$ cat config.mk
export PLATFORM = sky130hd
export DESIGN_NAME = tt_macro_vector_driver_flat
export DESIGN_NICKNAME = d
export VERILOG_FILES = /design/src/rtl/tt_macro_vector_driver_if.sv /design/src/rtl/tt_macro_vector_driver.sv /design/src/flat_wrapper.sv
export SDC_FILE = /design/constraint.sdc
export NUM_CORES = 1
export LEC_CHECK = 0
export ABC_AREA = 1
export CAP_MARGIN = 20
export CORE_MARGIN = 5
export CORE_UTILIZATION = 35
export CTS_BUF_LIST = sky130_fd_sc_hd__clkbuf_2
export DETAILED_ROUTE_END_ITERATION = 7
export PLACE_DENSITY_LB_ADDON = 0.25
export SLEW_MARGIN = 0
export SYNTH_ARGS = -nofsm -noshare
export SYNTH_HDL_FRONTEND = slang
export SYNTH_SLANG_ARGS = --single-unit
$ cat constraint.sdc
create_clock -name clk_i -period 2.1 [get_ports clk_i]
set_clock_uncertainty 0.2 [all_clocks]
set_input_delay 0.21 -clock clk_i [delete_from_list [all_inputs] [get_ports clk_i]]
set_output_delay 0.21 -clock clk_i [all_outputs]
set_load 0.005 [all_outputs]
$ cat src/rtl/tt_macro_vector_driver_if.sv
// ---------------------------------------------------------------------------
// tt_macro_vector_driver_if
//   Command and response handshake bundle between the tile-side byte stream
//   and the macro vector driver.
//
//   Signals:
//     cmd_valid  command byte present on cmd_data
//     cmd_ready  driver accepts a byte this cycle
//     cmd_data   command byte (first of pair = stimulus, second = expected)
//     rsp_valid  capture result available
//     rsp_ready  consumer takes the result this cycle
//     rsp_data   captured macro output byte
//     rsp_match  1 when rsp_data equalled the expected byte
//
//   Modports:
//     master  tile side: issues commands, consumes responses
//     slave   driver side: accepts commands, produces responses
// ---------------------------------------------------------------------------
interface tt_macro_vector_driver_if;
  logic       cmd_valid;
  logic       cmd_ready;
  logic [7:0] cmd_data;
  logic       rsp_valid;
  logic       rsp_ready;
  logic [7:0] rsp_data;
  logic       rsp_match;

  modport master (
    output cmd_valid,
    output cmd_data,
    output rsp_ready,
    input  cmd_ready,
    input  rsp_valid,
    input  rsp_data,
    input  rsp_match
  );

  modport slave (
    input  cmd_valid,
    input  cmd_data,
    input  rsp_ready,
    output cmd_ready,
    output rsp_valid,
    output rsp_data,
    output rsp_match
  );
endinterface : tt_macro_vector_driver_if

$ cat src/rtl/tt_macro_vector_driver.sv
// ---------------------------------------------------------------------------
// tt_macro_vector_driver
//   Stimulus/response driver for a hard macro inside a Tiny Tapeout tile.
//   Takes two-byte vectors (stimulus, expected) from a byte stream, drives
//   the stimulus onto the macro inputs, waits SETTLE_CYCLES edges, captures
//   the macro output and reports it together with a pass/fail flag. Failed
//   vectors are tallied in a saturating 8-bit counter.
//
//   Parameters:
//     SETTLE_CYCLES  edges between expected-byte acceptance and capture
//                    (legal range 1..255)
//
//   Ports:
//     clk_i           single clock, rising-edge
//     rst_i           synchronous active-high reset
//     vec_if          command/response handshake bundle (slave side)
//     stim_o          registered drive to the macro inputs
//     resp_i          macro outputs, only sampled at capture
//     clr_cnt_i       synchronous clear of mismatch_cnt_o (wins over increment)
//     mismatch_cnt_o  saturating count of failed vectors
//     busy_o          driver is not idle
// ---------------------------------------------------------------------------
module tt_macro_vector_driver #(
  parameter int SETTLE_CYCLES = 4
) (
  input  logic                      clk_i,
  input  logic                      rst_i,
  tt_macro_vector_driver_if.slave   vec_if,
  output logic [7:0]                stim_o,
  input  logic [7:0]                resp_i,
  input  logic                      clr_cnt_i,
  output logic [7:0]                mismatch_cnt_o,
  output logic                      busy_o
);

  typedef enum logic [1:0] {
    ST_IDLE    = 2'd0,
    ST_GET_EXP = 2'd1,
    ST_SETTLE  = 2'd2,
    ST_REPORT  = 2'd3
  } state_e;

  // Counter preload: the capture edge is the one where the counter reads 0,
  // so loading SETTLE_CYCLES-1 puts capture exactly SETTLE_CYCLES edges
  // after the expected byte is accepted.
  localparam logic [7:0] SETTLE_PRELOAD = 8'(SETTLE_CYCLES - 1);

  // Saturating 8-bit increment; holds at 255 instead of wrapping.
  function automatic logic [7:0] sat_inc8(input logic [7:0] value);
    logic [7:0] result;
    if (value == 8'hFF) begin
      result = 8'hFF;
    end else begin
      result = value + 8'd1;
    end
    return result;
  endfunction

  state_e     state_q,     state_d;
  logic [7:0] stim_q,      stim_d;
  logic [7:0] exp_q,       exp_d;
  logic [7:0] cnt_q,       cnt_d;
  logic [7:0] rsp_data_q,  rsp_data_d;
  logic       rsp_match_q, rsp_match_d;
  logic       rsp_valid_q, rsp_valid_d;
  logic [7:0] mcnt_q,      mcnt_d;
  logic       cap_miss_s;
  logic       cmd_ready_s;

  // Handshake status decoded from state only; forced low while reset is
  // held because the synchronous reset has not yet returned state to IDLE.
  always_comb begin
    cmd_ready_s = 1'b0;
    busy_o      = 1'b0;
    if (rst_i) begin
      cmd_ready_s = 1'b0;
      busy_o      = 1'b0;
    end else begin
      cmd_ready_s = (state_q == ST_IDLE) || (state_q == ST_GET_EXP);
      busy_o      = (state_q != ST_IDLE);
    end
  end

  // Next-state and datapath update for the vector sequencer.
  always_comb begin
    state_d     = state_q;
    stim_d      = stim_q;
    exp_d       = exp_q;
    cnt_d       = cnt_q;
    rsp_data_d  = rsp_data_q;
    rsp_match_d = rsp_match_q;
    rsp_valid_d = rsp_valid_q;
    cap_miss_s  = 1'b0;

    case (state_q)
      ST_IDLE: begin
        if (vec_if.cmd_valid && cmd_ready_s) begin
          stim_d  = vec_if.cmd_data;
          state_d = ST_GET_EXP;
        end else begin
          state_d = ST_IDLE;
        end
      end

      ST_GET_EXP: begin
        if (vec_if.cmd_valid && cmd_ready_s) begin
          exp_d   = vec_if.cmd_data;
          cnt_d   = SETTLE_PRELOAD;
          state_d = ST_SETTLE;
        end else begin
          state_d = ST_GET_EXP;
        end
      end

      ST_SETTLE: begin
        if (cnt_q != 8'd0) begin
          cnt_d   = cnt_q - 8'd1;
          state_d = ST_SETTLE;
        end else begin
          // Capture edge: resp_i is only ever looked at here.
          rsp_data_d  = resp_i;
          rsp_match_d = (resp_i == exp_q);
          rsp_valid_d = 1'b1;
          cap_miss_s  = (resp_i != exp_q);
          state_d     = ST_REPORT;
        end
      end

      ST_REPORT: begin
        if (rsp_valid_q && vec_if.rsp_ready) begin
          rsp_valid_d = 1'b0;
          state_d     = ST_IDLE;
        end else begin
          state_d = ST_REPORT;
        end
      end

      default: begin
        state_d     = ST_IDLE;
        rsp_valid_d = 1'b0;
      end
    endcase

    // Clear has priority over a mismatch on the same edge.
    if (clr_cnt_i) begin
      mcnt_d = 8'd0;
    end else if (cap_miss_s) begin
      mcnt_d = sat_inc8(mcnt_q);
    end else begin
      mcnt_d = mcnt_q;
    end
  end

  // State and datapath registers with synchronous reset.
  always_ff @(posedge clk_i) begin
    if (rst_i) begin
      state_q     <= ST_IDLE;
      stim_q      <= 8'd0;
      exp_q       <= 8'd0;
      cnt_q       <= 8'd0;
      rsp_data_q  <= 8'd0;
      rsp_match_q <= 1'b0;
      rsp_valid_q <= 1'b0;
      mcnt_q      <= 8'd0;
    end else begin
      state_q     <= state_d;
      stim_q      <= stim_d;
      exp_q       <= exp_d;
      cnt_q       <= cnt_d;
      rsp_data_q  <= rsp_data_d;
      rsp_match_q <= rsp_match_d;
      rsp_valid_q <= rsp_valid_d;
      mcnt_q      <= mcnt_d;
    end
  end

  assign vec_if.cmd_ready = cmd_ready_s;
  assign vec_if.rsp_valid = rsp_valid_q;
  assign vec_if.rsp_data  = rsp_data_q;
  assign vec_if.rsp_match = rsp_match_q;
  assign stim_o           = stim_q;
  assign mismatch_cnt_o   = mcnt_q;

endmodule : tt_macro_vector_driver

$ cat src/flat_wrapper.sv
// flat-port wrapper written by rule: the top's interface ports become plain ports
module tt_macro_vector_driver_flat 
#(
  parameter int SETTLE_CYCLES = 4
)
  (clk_i, rst_i, stim_o, resp_i, clr_cnt_i, mismatch_cnt_o, busy_o, vec_if_cmd_valid, vec_if_cmd_data, vec_if_rsp_ready, vec_if_cmd_ready, vec_if_rsp_valid, vec_if_rsp_data, vec_if_rsp_match);
  tt_macro_vector_driver_if vec_if_i ();
  input  logic clk_i;
  input  logic rst_i;
  output logic [7:0] stim_o;
  input  logic [7:0] resp_i;
  input  logic clr_cnt_i;
  output logic [7:0] mismatch_cnt_o;
  output logic busy_o;
  input wire logic [$bits(vec_if_i.cmd_valid)-1:0] vec_if_cmd_valid;
  input wire logic [$bits(vec_if_i.cmd_data)-1:0] vec_if_cmd_data;
  input wire logic [$bits(vec_if_i.rsp_ready)-1:0] vec_if_rsp_ready;
  output wire logic [$bits(vec_if_i.cmd_ready)-1:0] vec_if_cmd_ready;
  output wire logic [$bits(vec_if_i.rsp_valid)-1:0] vec_if_rsp_valid;
  output wire logic [$bits(vec_if_i.rsp_data)-1:0] vec_if_rsp_data;
  output wire logic [$bits(vec_if_i.rsp_match)-1:0] vec_if_rsp_match;
  assign vec_if_i.cmd_valid = vec_if_cmd_valid;
  assign vec_if_i.cmd_data = vec_if_cmd_data;
  assign vec_if_i.rsp_ready = vec_if_rsp_ready;
  assign vec_if_cmd_ready = vec_if_i.cmd_ready;
  assign vec_if_rsp_valid = vec_if_i.rsp_valid;
  assign vec_if_rsp_data = vec_if_i.rsp_data;
  assign vec_if_rsp_match = vec_if_i.rsp_match;
  tt_macro_vector_driver #(.SETTLE_CYCLES(SETTLE_CYCLES)) u_core (.clk_i(clk_i), .rst_i(rst_i), .vec_if(vec_if_i), .stim_o(stim_o), .resp_i(resp_i), .clr_cnt_i(clr_cnt_i), .mismatch_cnt_o(mismatch_cnt_o), .busy_o(busy_o));
endmodule
### Word level (Yosys, flattened, before mapping)

Cells that the tools add are included.

| word-level totals | value |
|---|---|
| register bits after elaboration | 44 |
| input bits | 21 |
| output and inout bits | 28 |
| word-level logic and storage cells | 51 |

| operators by class | value |
|---|---|
| add/sub/neg operators | 2 |
| eq/ne operators | 10 |
| mux-type cells | 16 |
| bitwise operators | 1 |
| reduce and logical (&&, ||, !) cells | 14 |

Operators by type and width:

| kind | count |
|---|---|
| two-way mux 8 bit | 3 |
| one-hot mux 8 bit (2 select lines) | 1 |
| adder 8 x 1 -> 8 bit, second input constant | 1 |
| equality test 8 bit | 1 |
| equality test 8 bit, second input constant | 1 |
| two-way mux 1 bit | 8 |
| inequality test 8 bit | 1 |
| one-hot mux 2 bit (4 select lines) | 1 |
| nonzero test 8 bit | 1 |
| subtractor 8 x 1 -> 8 bit, second input constant | 1 |
| AND reduction 2 bit | 3 |
| AND reduction 3 bit | 2 |
| nonzero test 2 bit | 3 |
| equality test 2 bit, second input constant | 2 |
| two-way mux 2 bit | 2 |
| inequality test 2 x 1 -> 1 bit, second input constant | 2 |
| inequality test 2 bit, second input constant | 2 |
| equality test 2 x 1 -> 1 bit, second input constant | 1 |
| logical AND 1 bit | 2 |
| zero test 2 bit | 1 |
| one-hot mux 1 bit (2 select lines) | 1 |
| OR reduction 2 bit | 1 |
| logical OR 1 bit | 1 |
| NOT 1 bit | 1 |

### Longest topological paths before layout

Gate-level depths: netlist of run 1.

| logic depth | value |
|---|---|
| depth after elaboration | 6 |
| gate-level depth with buffers | 11 |

### Worst setup path after synthesis of run 1

OpenSTA, ideal clock, no wires.

| timing path | value |
|---|---|
| path type | reg-to-reg |
| start | register u_core.state_q[1] |
| end | register u_core.exp_q[7] |
| setup time | 119 ps |
| data arrival time | 1298 ps |
| required time | 1781 ps |
| slack | 483 ps |
| cell stages (with the launch flop) | 11 |
| path buffers | 1 |
| period minus slack after synthesis | 1617 ps |
| cells stage by stage | dfxtp_1 -> inv_1 -> ha_1 -> inv_1 -> nand2_1 -> nand3_2 -> inv_2 -> nand2_2 -> buf_2 -> o21ai_1 -> a21oi_1 |

| between the ends | value |
|---|---|
| word-level cells in the longest chain between the ends | 5 |

Ends and longest elaborated chain:

| item | line | RTL |
|---|---|---|
| start: declaration | tt_macro_vector_driver.sv:59 | `state_e state_q, state_d;` |
| start signal: assignment | tt_macro_vector_driver.sv:166 | `state_q <= state_d;` |
| equality test 2 x 1 -> 1 bit or zero test 2 bit (tied branches) | tt_macro_vector_driver.sv:79, tt_macro_vector_driver.sv:95 |  |
| logical OR 1 bit | tt_macro_vector_driver.sv:79 | `cmd_ready_s = (state_q == ST_IDLE) \|\| (state_q == ST_GET_EXP);` |
| two-way mux 1 bit | tt_macro_vector_driver.sv:75 | `if (rst_i) begin` |
| logical AND 1 bit | tt_macro_vector_driver.sv:106 | `if (vec_if.cmd_valid && cmd_ready_s) begin` |
| AND reduction 2 bit (no line) * | - |  |
| end signal: assignment | tt_macro_vector_driver.sv:168 | `exp_q <= exp_d;` |
| end: declaration | tt_macro_vector_driver.sv:61 | `logic [7:0] exp_q, exp_d;` |

Every way passes the cells marked *; elsewhere a longest branch is shown, timed or not.
A chain may end at the register's enable or synchronous reset.

### Worst setup path in the final report of run 1

| timing path | value |
|---|---|
| start | register u_core.state_q[0] |
| end | output vec_if_cmd_ready |

| between the ends | value |
|---|---|
| word-level cells in the longest chain between the ends | 3 |

Ends and longest elaborated chain:

| item | line | RTL |
|---|---|---|
| equality test 2 x 1 -> 1 bit or zero test 2 bit (tied branches) | tt_macro_vector_driver.sv:79 |  |
| logical OR 1 bit * | tt_macro_vector_driver.sv:79 |  |
| two-way mux 1 bit * | tt_macro_vector_driver.sv:75 |  |
| end: declaration | flat_wrapper.sv:18 | `output wire logic [$bits(vec_if_i.cmd_ready)-1:0] vec_if_cmd_ready;` |

Marked as above.

==> impl_results.md, run 1 <==
- Status: finished clean
- CTS sink count: 44
- Leak: 1.161 nW
- CTS tree: done
- Pwr Density: 509.9 nW/um^2
- DR pass1 iterations: 4
- Critical Path Start Type: register
- Final min period: 1.895 ns
- Net switching power: just over 400 uW
- Antenna cells: 0
- Synth area leaders: dfxtp_1 (40%), nand2_1 (13%), a21oi_1 (7.9%), nor2_1 (7.1%), nand3_1 (5.8%)
- Seq/Total Area, Yosys: 0.3957
- Detailed Route WL: 5366 um
- Root buffer cell: clkbuf_2
- Post-synthesis cell count: approximately 320
- Filler cells: 654
- Clk pin slew, worst setup/hold paths: 0.25 ns
- Die X: about 90 um
- Logic pwr share: 0.167
- Share of cells above drive strength 1: 0.1003
- First-pass GRT wire length: 9494 um
- Peak VDD IR: 0.3002 mV
- R2r startpoint: u_core.state_q[1]
- Sequential cell area: 883.3 um^2
- Max Used Layer: met4
- FMAX: 527.8 MHz
- Normalized max-slew margin: 0.7648
- Post-Synth Adder-Cell Area: 0.03373
- DRC Markers: 0
- CP endpoint kind: output port
- Max Root-Sink Buffers: 2
- Slew at the pin closest to its max-slew limit: ~0.35 ns
- Area growth from synthesis to layout: 29.23%
- Util after Layout: 0.4582
- Req. time, crit path: 1.69 ns
- Sw Share: 0.2830
- Hold Vio Cnt, Final: 0
- DIE HEIGHT: 89.75 um
- GR Util All Layers: 0.1377
- Yosys Warn Count: 0
- Synthesized area: between 2000 and 2500 um^2
- Worst Setup SP: u_core.state_q[0]
- Drt wl/cell: approximately 12 um
- Crit-path cells: buf_4, ha_1, inv_1, a21oi_1, dlygate4sd2_1
- IO Pins: 49
- Max-cap viol count: 0
- Mean post-synth cell area: 6.913 um^2
- Simple-Gate Fraction of Synth Area: 0.3283
- Htree depth: 2
- Distinct cells, synth: 32
- XOR/XNOR Fraction of Synth Area: 0.02361
- DIE AREA: 8054 um^2
- Core ar.: 6277 um^2
- Vias: 2114
- Post-route cell area: 2877 um^2
- Post-Synthesis Net Count: 349
- Period utilization: 0.9022
- Largest net degree at the start of global routing: 23
- Starting density of the core: 0.3546
- Footprint of the multi-input gates: 1152 um^2
- Routed metal-1 wire length: around 2500 um
- Internal Power: about 1.1 mW
- Final setup TNS: 0 ns
- Final setup fails: 0
- Vias in the first global route: a little over 2000
- Clock power share: 0.241
- Max incr delay on CP: 0.37 ns
- Global route total overflow: 0
- Multiplexer area fraction after synthesis: 0
- TritonCTS Buffers: 5
- Port buffer count: 48
- Row cnt: 29
- Worst skew pair latency: 0.41 ns
- Yosys reg bits: 44
- Met2 WL: 2453 um
- Antenna viol nets, final: 0
- Hold Path Class: input pin to register
- Compound-cell area share of the yosys netlist: 0.1287
- Met3 WL: 315 um
- EDFF count, synth: 0
- Routability Congestion: 0.8550
- Top cell type's share of synthesized area: 0.3957
- Slew Viols, Final: 0
- DP HPWL: 4067 um
- Synth cell count leaders: nand2_1 (79), dfxtp_1 (44), nor2_1 (42)
- Seq pwr share: 0.592
- Unrepaired setup endpoints after global routing: no
- CP max stage cell: dfxtp_2
- Post-layout net count: approximately 410
- Post-CTS Hold Fix Bufs: 0
- Most common cell in the netlist: nand2_1
- Cell taking the most area after synthesis: dfxtp_1
- FFs w/ async S/R, synth: 0
- Cell Area, Placed: roughly 2800 um^2
- Drt via density: 4.636
- DR iter-0 viols: between 100 and 150
- Ys flop type: dfxtp_1
- Largest family of logic cells by synthesized area: simple AND/OR/NAND/NOR gates
- Critical path peak fanout: 2
- Initial antenna violation count: 0
- Hold_sp: resp_i[5]
- WP data arrival: about 1.5 ns
- CP Class: register to output port
- Total power: 1.467 mW
[power by group through the flow]
stage                     Combinational, mW  Sequential, mW  Clock, mW
after CTS                             0.247           0.868      0.375
after global placement                0.239           0.884          0
after floorplan                       0.136           0.883          0
after detailed placement              0.243           0.884          0
after global routing                  0.276           0.872      0.410
final                                 0.245           0.868      0.354
[critical path, delay by kind of cell (launching register included)]
| family | cells | cell delay, ns |
|---|---|---|
| DFF | 1 | 0.37 |
| AOI/OAI and AO/OA | 1 | 0.06 |
| buffers and inverters | 3 | 0.48 |
| adders and majority gates | 1 | 0.20 |
[per-stage QoR]
step                cells  hold slack, ns  setup WS [ns]
global placement      446          0.2544         0.2103
floorplan             322          0.1574         0.4826
global route          456          0.1359        0.01186
detailed placement    446          0.2555         0.2057
finish                456          0.1425         0.2054
CTS                   456          0.1225         0.1407
[final cells by class]
type	count	area share
tap	77	0.03349
inverter	38	0.05394
clock buffer	5	0.008699
timing repair buffer	57	0.1896
multi-input combinational	232	0.4006
sequential	44	0.3071
clock inverter	3	0.006525
[cell usage in the layout (no fill, tap or decap), drive strengths merged]
cell type / Yosys / routed
nand2: 84 / 84
clkdlybuf4s50: 0 / 46
nor2: 45 / 45
dfxtp: 44 / 44
inv: 37 / 37
a21oi: 36 / 36
nand3: 29 / 29
o21ai: 19 / 19
buf: 4 / 9
ha: 6 / 6
clkbuf: 4 / 5
xnor2: 4 / 4
xor2: 2 / 2
clkinvlp: 0 / 2
dlygate4sd2: 0 / 2
nor3: 2 / 2
clkinv: 1 / 2
a21boi: 1 / 1
nor3b: 1 / 1
nand3b: 1 / 1
nand4: 1 / 1
and2: 1 / 1
[cell families (layout without fill, tap and decap cells)]
logic type,Yosys count,in the layout
and+or+nand+nor,164,164
buffers and inverters,46,103
AOI/OAI and AO/OA,56,56
xor gates and xnor gates,6,6
adders and majority gates,6,6
DFF,44,44
[routing by layer]
metal,GRT usage,vias up
li1,-,1136
met1,0.1767,927
met2,0.2213,45
met3,0.04257,6
met4,0.04030,0
met5,0,-
[final timing paths]
path	cells past startpoint	slack, ns	to
worst min register to register	2	0.27	u_core.stim_o[6]
worst min-delay path	3	0.14	u_core.vec_if.rsp_data[5]
worst max register to register	10	0.26	u_core.mismatch_cnt_o[5]
worst max-delay path	5	0.21	vec_if_cmd_ready
[registers in the layout, indices dropped and copies added (netlist names)]
signal                   flops
u_core.cnt_q                 8
u_core.exp_q                 8
u_core.mismatch_cnt_o        8
u_core.stim_o                8
u_core.vec_if.rsp_data       8
u_core.state_q               2
u_core.vec_if.rsp_match      1
u_core.vec_if.rsp_valid      1
[repair_timing]
action,CTS,global route
setup buffers,2,0
endpoints found under the setup margin,2,7
gates resized for setup,5,4
No activity file was read; power rests on OpenSTA's default activity.
==> run 2, diff against run 1 <==
clock period = 1.9 ns   (was 2.1 ns; I/O delays follow)
==> run 2 against run 1 <==
  * Clock-buffer cell count unchanged
  * Cell count increased by 1.5%
  * Hold slack got worse by 0.0089 ns
  * Largest power group unchanged
  * Final area grew 2.3%
  * Sequential power rose by 10%
  * Sequential share of layout area fell by 0.65 points
  * Non-clock buffer count up 7
  * Routed wire length shrank 2.7%
  * Critical endpoint is now mismatch_cnt_o[0]
  * Die area stayed put
  * Largest cell class unchanged
==> impl_results.md, run 2 (synthesized netlist as in run 1, its figures left out) <==
- Core ar.: 6277 um^2 (unchanged)
- Final setup TNS: 0 ns (unchanged)
- Share of cells above drive strength 1: 0.1244 (was 0.1003)
- Buf/Inv on CP: 1 (was 3)
- M1 GR Usage: 0.1681 (was 0.1767)
- DIE AREA: 8054 um^2 (unchanged)
- CTS tree: done (unchanged)
- Largest net degree at the start of global routing: 16 (was 23)
- R2R Setup Slk: 0.16 ns (was 0.26 ns)
- Max Root-Sink Buffers: 2 (unchanged)
- Starting density of the core: 0.3546 (unchanged)
- Htree depth: 2 (unchanged)
- FMAX: 557.0 MHz
- Hold Worst Slack: 0.1336 ns (was 0.1425 ns)
- Slew Viols, Final: 0 (unchanged)
- Filler cells: 648 (was 654)
- Post-route cell area: 2943 um^2 (was 2877 um^2)
- Setup WS pre-CTS: 0.03376 ns (was 0.2057 ns)
- Root buffer cell: clkbuf_2 (unchanged)
- Normalized max-slew margin: 0.8029 (was 0.7648)
- Max incr delay on CP: 0.53 ns (was 0.37 ns)
- Setup ws final: 0.1046 ns (was 0.2054 ns)
- CTS sink count: 44 (unchanged)
- CP max stage cell: clkdlybuf4s50_1 (was dfxtp_2)
- GR Util All Layers: 0.1357 (was 0.1377)
- Hold Vio Cnt, Final: 0 (unchanged)
- Footprint of the multi-input gates: 1160 um^2 (was 1152 um^2)
- Final setup fails: 0 (unchanged)
- DR pass1 iterations: 4 (unchanged)
- Util after Layout: 0.4688 (was 0.4582)
- DR iter-0 viols: 99 (was 118)
- Initial antenna violation count: 0 (unchanged)
- Area growth from synthesis to layout: 32.21% (was 29.23%)
- Vias in the first global route: 2095 (was 2078)
- CP Class: register to output port (unchanged)
- GR Util met3: 0.04591 (was 0.04257)
- Slew at the pin closest to its max-slew limit: 0.2947 ns (was 0.3515 ns)
- Status: finished clean (unchanged)
- First-pass GRT wire length: 9294 um (was 9494 um)
- TritonCTS Buffers: 5 (unchanged)
- DP HPWL: 4040 um (was 4067 um)
- Crit-path cells: clkdlybuf4s50_1 (was buf_4, ha_1, inv_1, a21oi_1, dlygate4sd2_1)
- Peak VDD IR: 0.2706 mV (was 0.3002 mV)
- Post-layout net count: 412 (was 405)
- Post-CTS Hold Fix Bufs: 0 (unchanged)
- Critical path peak fanout: 5 (was 2)
- Drt wl/cell: 11.28 um (was 11.77 um)
- Hold Path Class: input pin to register (unchanged)
- CP top delay family: buffers and inverters (unchanged)
- Detailed Route WL: 5223 um (was 5366 um)
- Placed insts: 453 (was 446)
- Most frequent cells in the layout: nand2_1 (79), clkdlybuf4s50_1 (46), nor2_1 (41), dfxtp_1 (41), a21oi_1 (35) (was nand2_1 (79), clkdlybuf4s50_1 (46), nor2_1 (42), dfxtp_1 (42), a21oi_1 (35))
- Non-Filler Instances: 463 (was 456)
- DRC Markers: 0 (unchanged)
- Leak: 1.193 nW (was 1.161 nW)
- DIE HEIGHT: 89.75 um (unchanged)
- Routability Congestion: 0.8649 (was 0.8550)
- Global route total overflow: 0 (unchanged)
- Port buffer count: 48 (unchanged)
- Clk pin slew, worst setup/hold paths: 0.24 ns (was 0.25 ns)
- Pwr Density: 558.3 nW/um^2 (was 509.9 nW/um^2)
- Antenna viol nets, final: 0 (unchanged)
- Row cnt: 29 (unchanged)
- Period utilization: 0.9449
- Antenna cells: 0 (unchanged)
- Critical Path Start Type: register (unchanged)
- Cell Area, Placed: 2870 um^2 (was 2805 um^2)
- Worst skew pair latency: 0.43 ns (was 0.41 ns)
- Commonest non-fill, non-tap cell in the layout: nand2_1 (unchanged)
- CP endpoint kind: output port (unchanged)
- Gr busiest metal: met2 (unchanged)
- Final min period: 1.795 ns
- Max-cap viol count: 0 (unchanged)
- Die X: 89.75 um (unchanged)
- IO Pins: 49 (unchanged)
- Vias: 2092 (was 2114)
- Unrepaired setup endpoints after global routing: yes (was no)
- WP data arrival: 1.41 ns (was 1.48 ns)
- Drt via density: 4.518 (was 4.636)
- Total power: 1.643 mW (was 1.467 mW)
- Sequential cell area: 884.6 um^2 (was 883.3 um^2)
- Met2 usage: 0.2207 (was 0.2213)
- Req. time, crit path: 1.51 ns (was 1.69 ns)
## run 2: routing by layer
layer | vias to the layer above | share of wire | wire length (um)
met5 | - | 0 | 0
met4 | 0 | 0.014 | 72
met3 | 7 | 0.054 | 280
met2 | 44 | 0.45 | 2366
met1 | 894 | 0.48 | 2504
li1 | 1147 | - | -
## run 2: worst paths after layout
| path | depth (start not counted) | end | from |
|---|---|---|---|
| worst min register to register | 2 | u_core.stim_o[2] | u_core.stim_o[2] |
| worst max-delay path | 1 | mismatch_cnt_o[0] | u_core.mismatch_cnt_o[0] |
| worst max register to register | 9 | u_core.mismatch_cnt_o[5] | u_core.state_q[1] |
| worst min-delay path | 3 | u_core.stim_o[6] | vec_if_cmd_data[6] |
## run 2: what timing repair did
action                                  in CTS  in global routing
resized for setup                            9                  5
hold endpoints to repair                     0                  0
endpoints found under the setup margin       2                  4
buffers inserted                             2                  0
pin swaps                                    0                  1
## run 2: final cells by class
| type | instances | area share |
|---|---|---|
| Sequential cell | 44 | 0.3006 |
| Tap cell | 77 | 0.03274 |
| Clock buffer | 5 | 0.008503 |
| Inverter | 38 | 0.05102 |
| Multi-Input combinational cell | 232 | 0.3941 |
| Timing Repair Buffer | 64 | 0.2066 |
| Clock inverter | 3 | 0.006378 |
## run 2: power breakdown
part	total, mW	switching (mW)	leakage [nW]	internal, mW
combinational	0.279	0.142	0.813	0.138
clock	0.405	0.320	0.0226	0.0850
sequential	0.959	0.0114	0.357	0.947
total	1.64	0.473	1.19	1.17
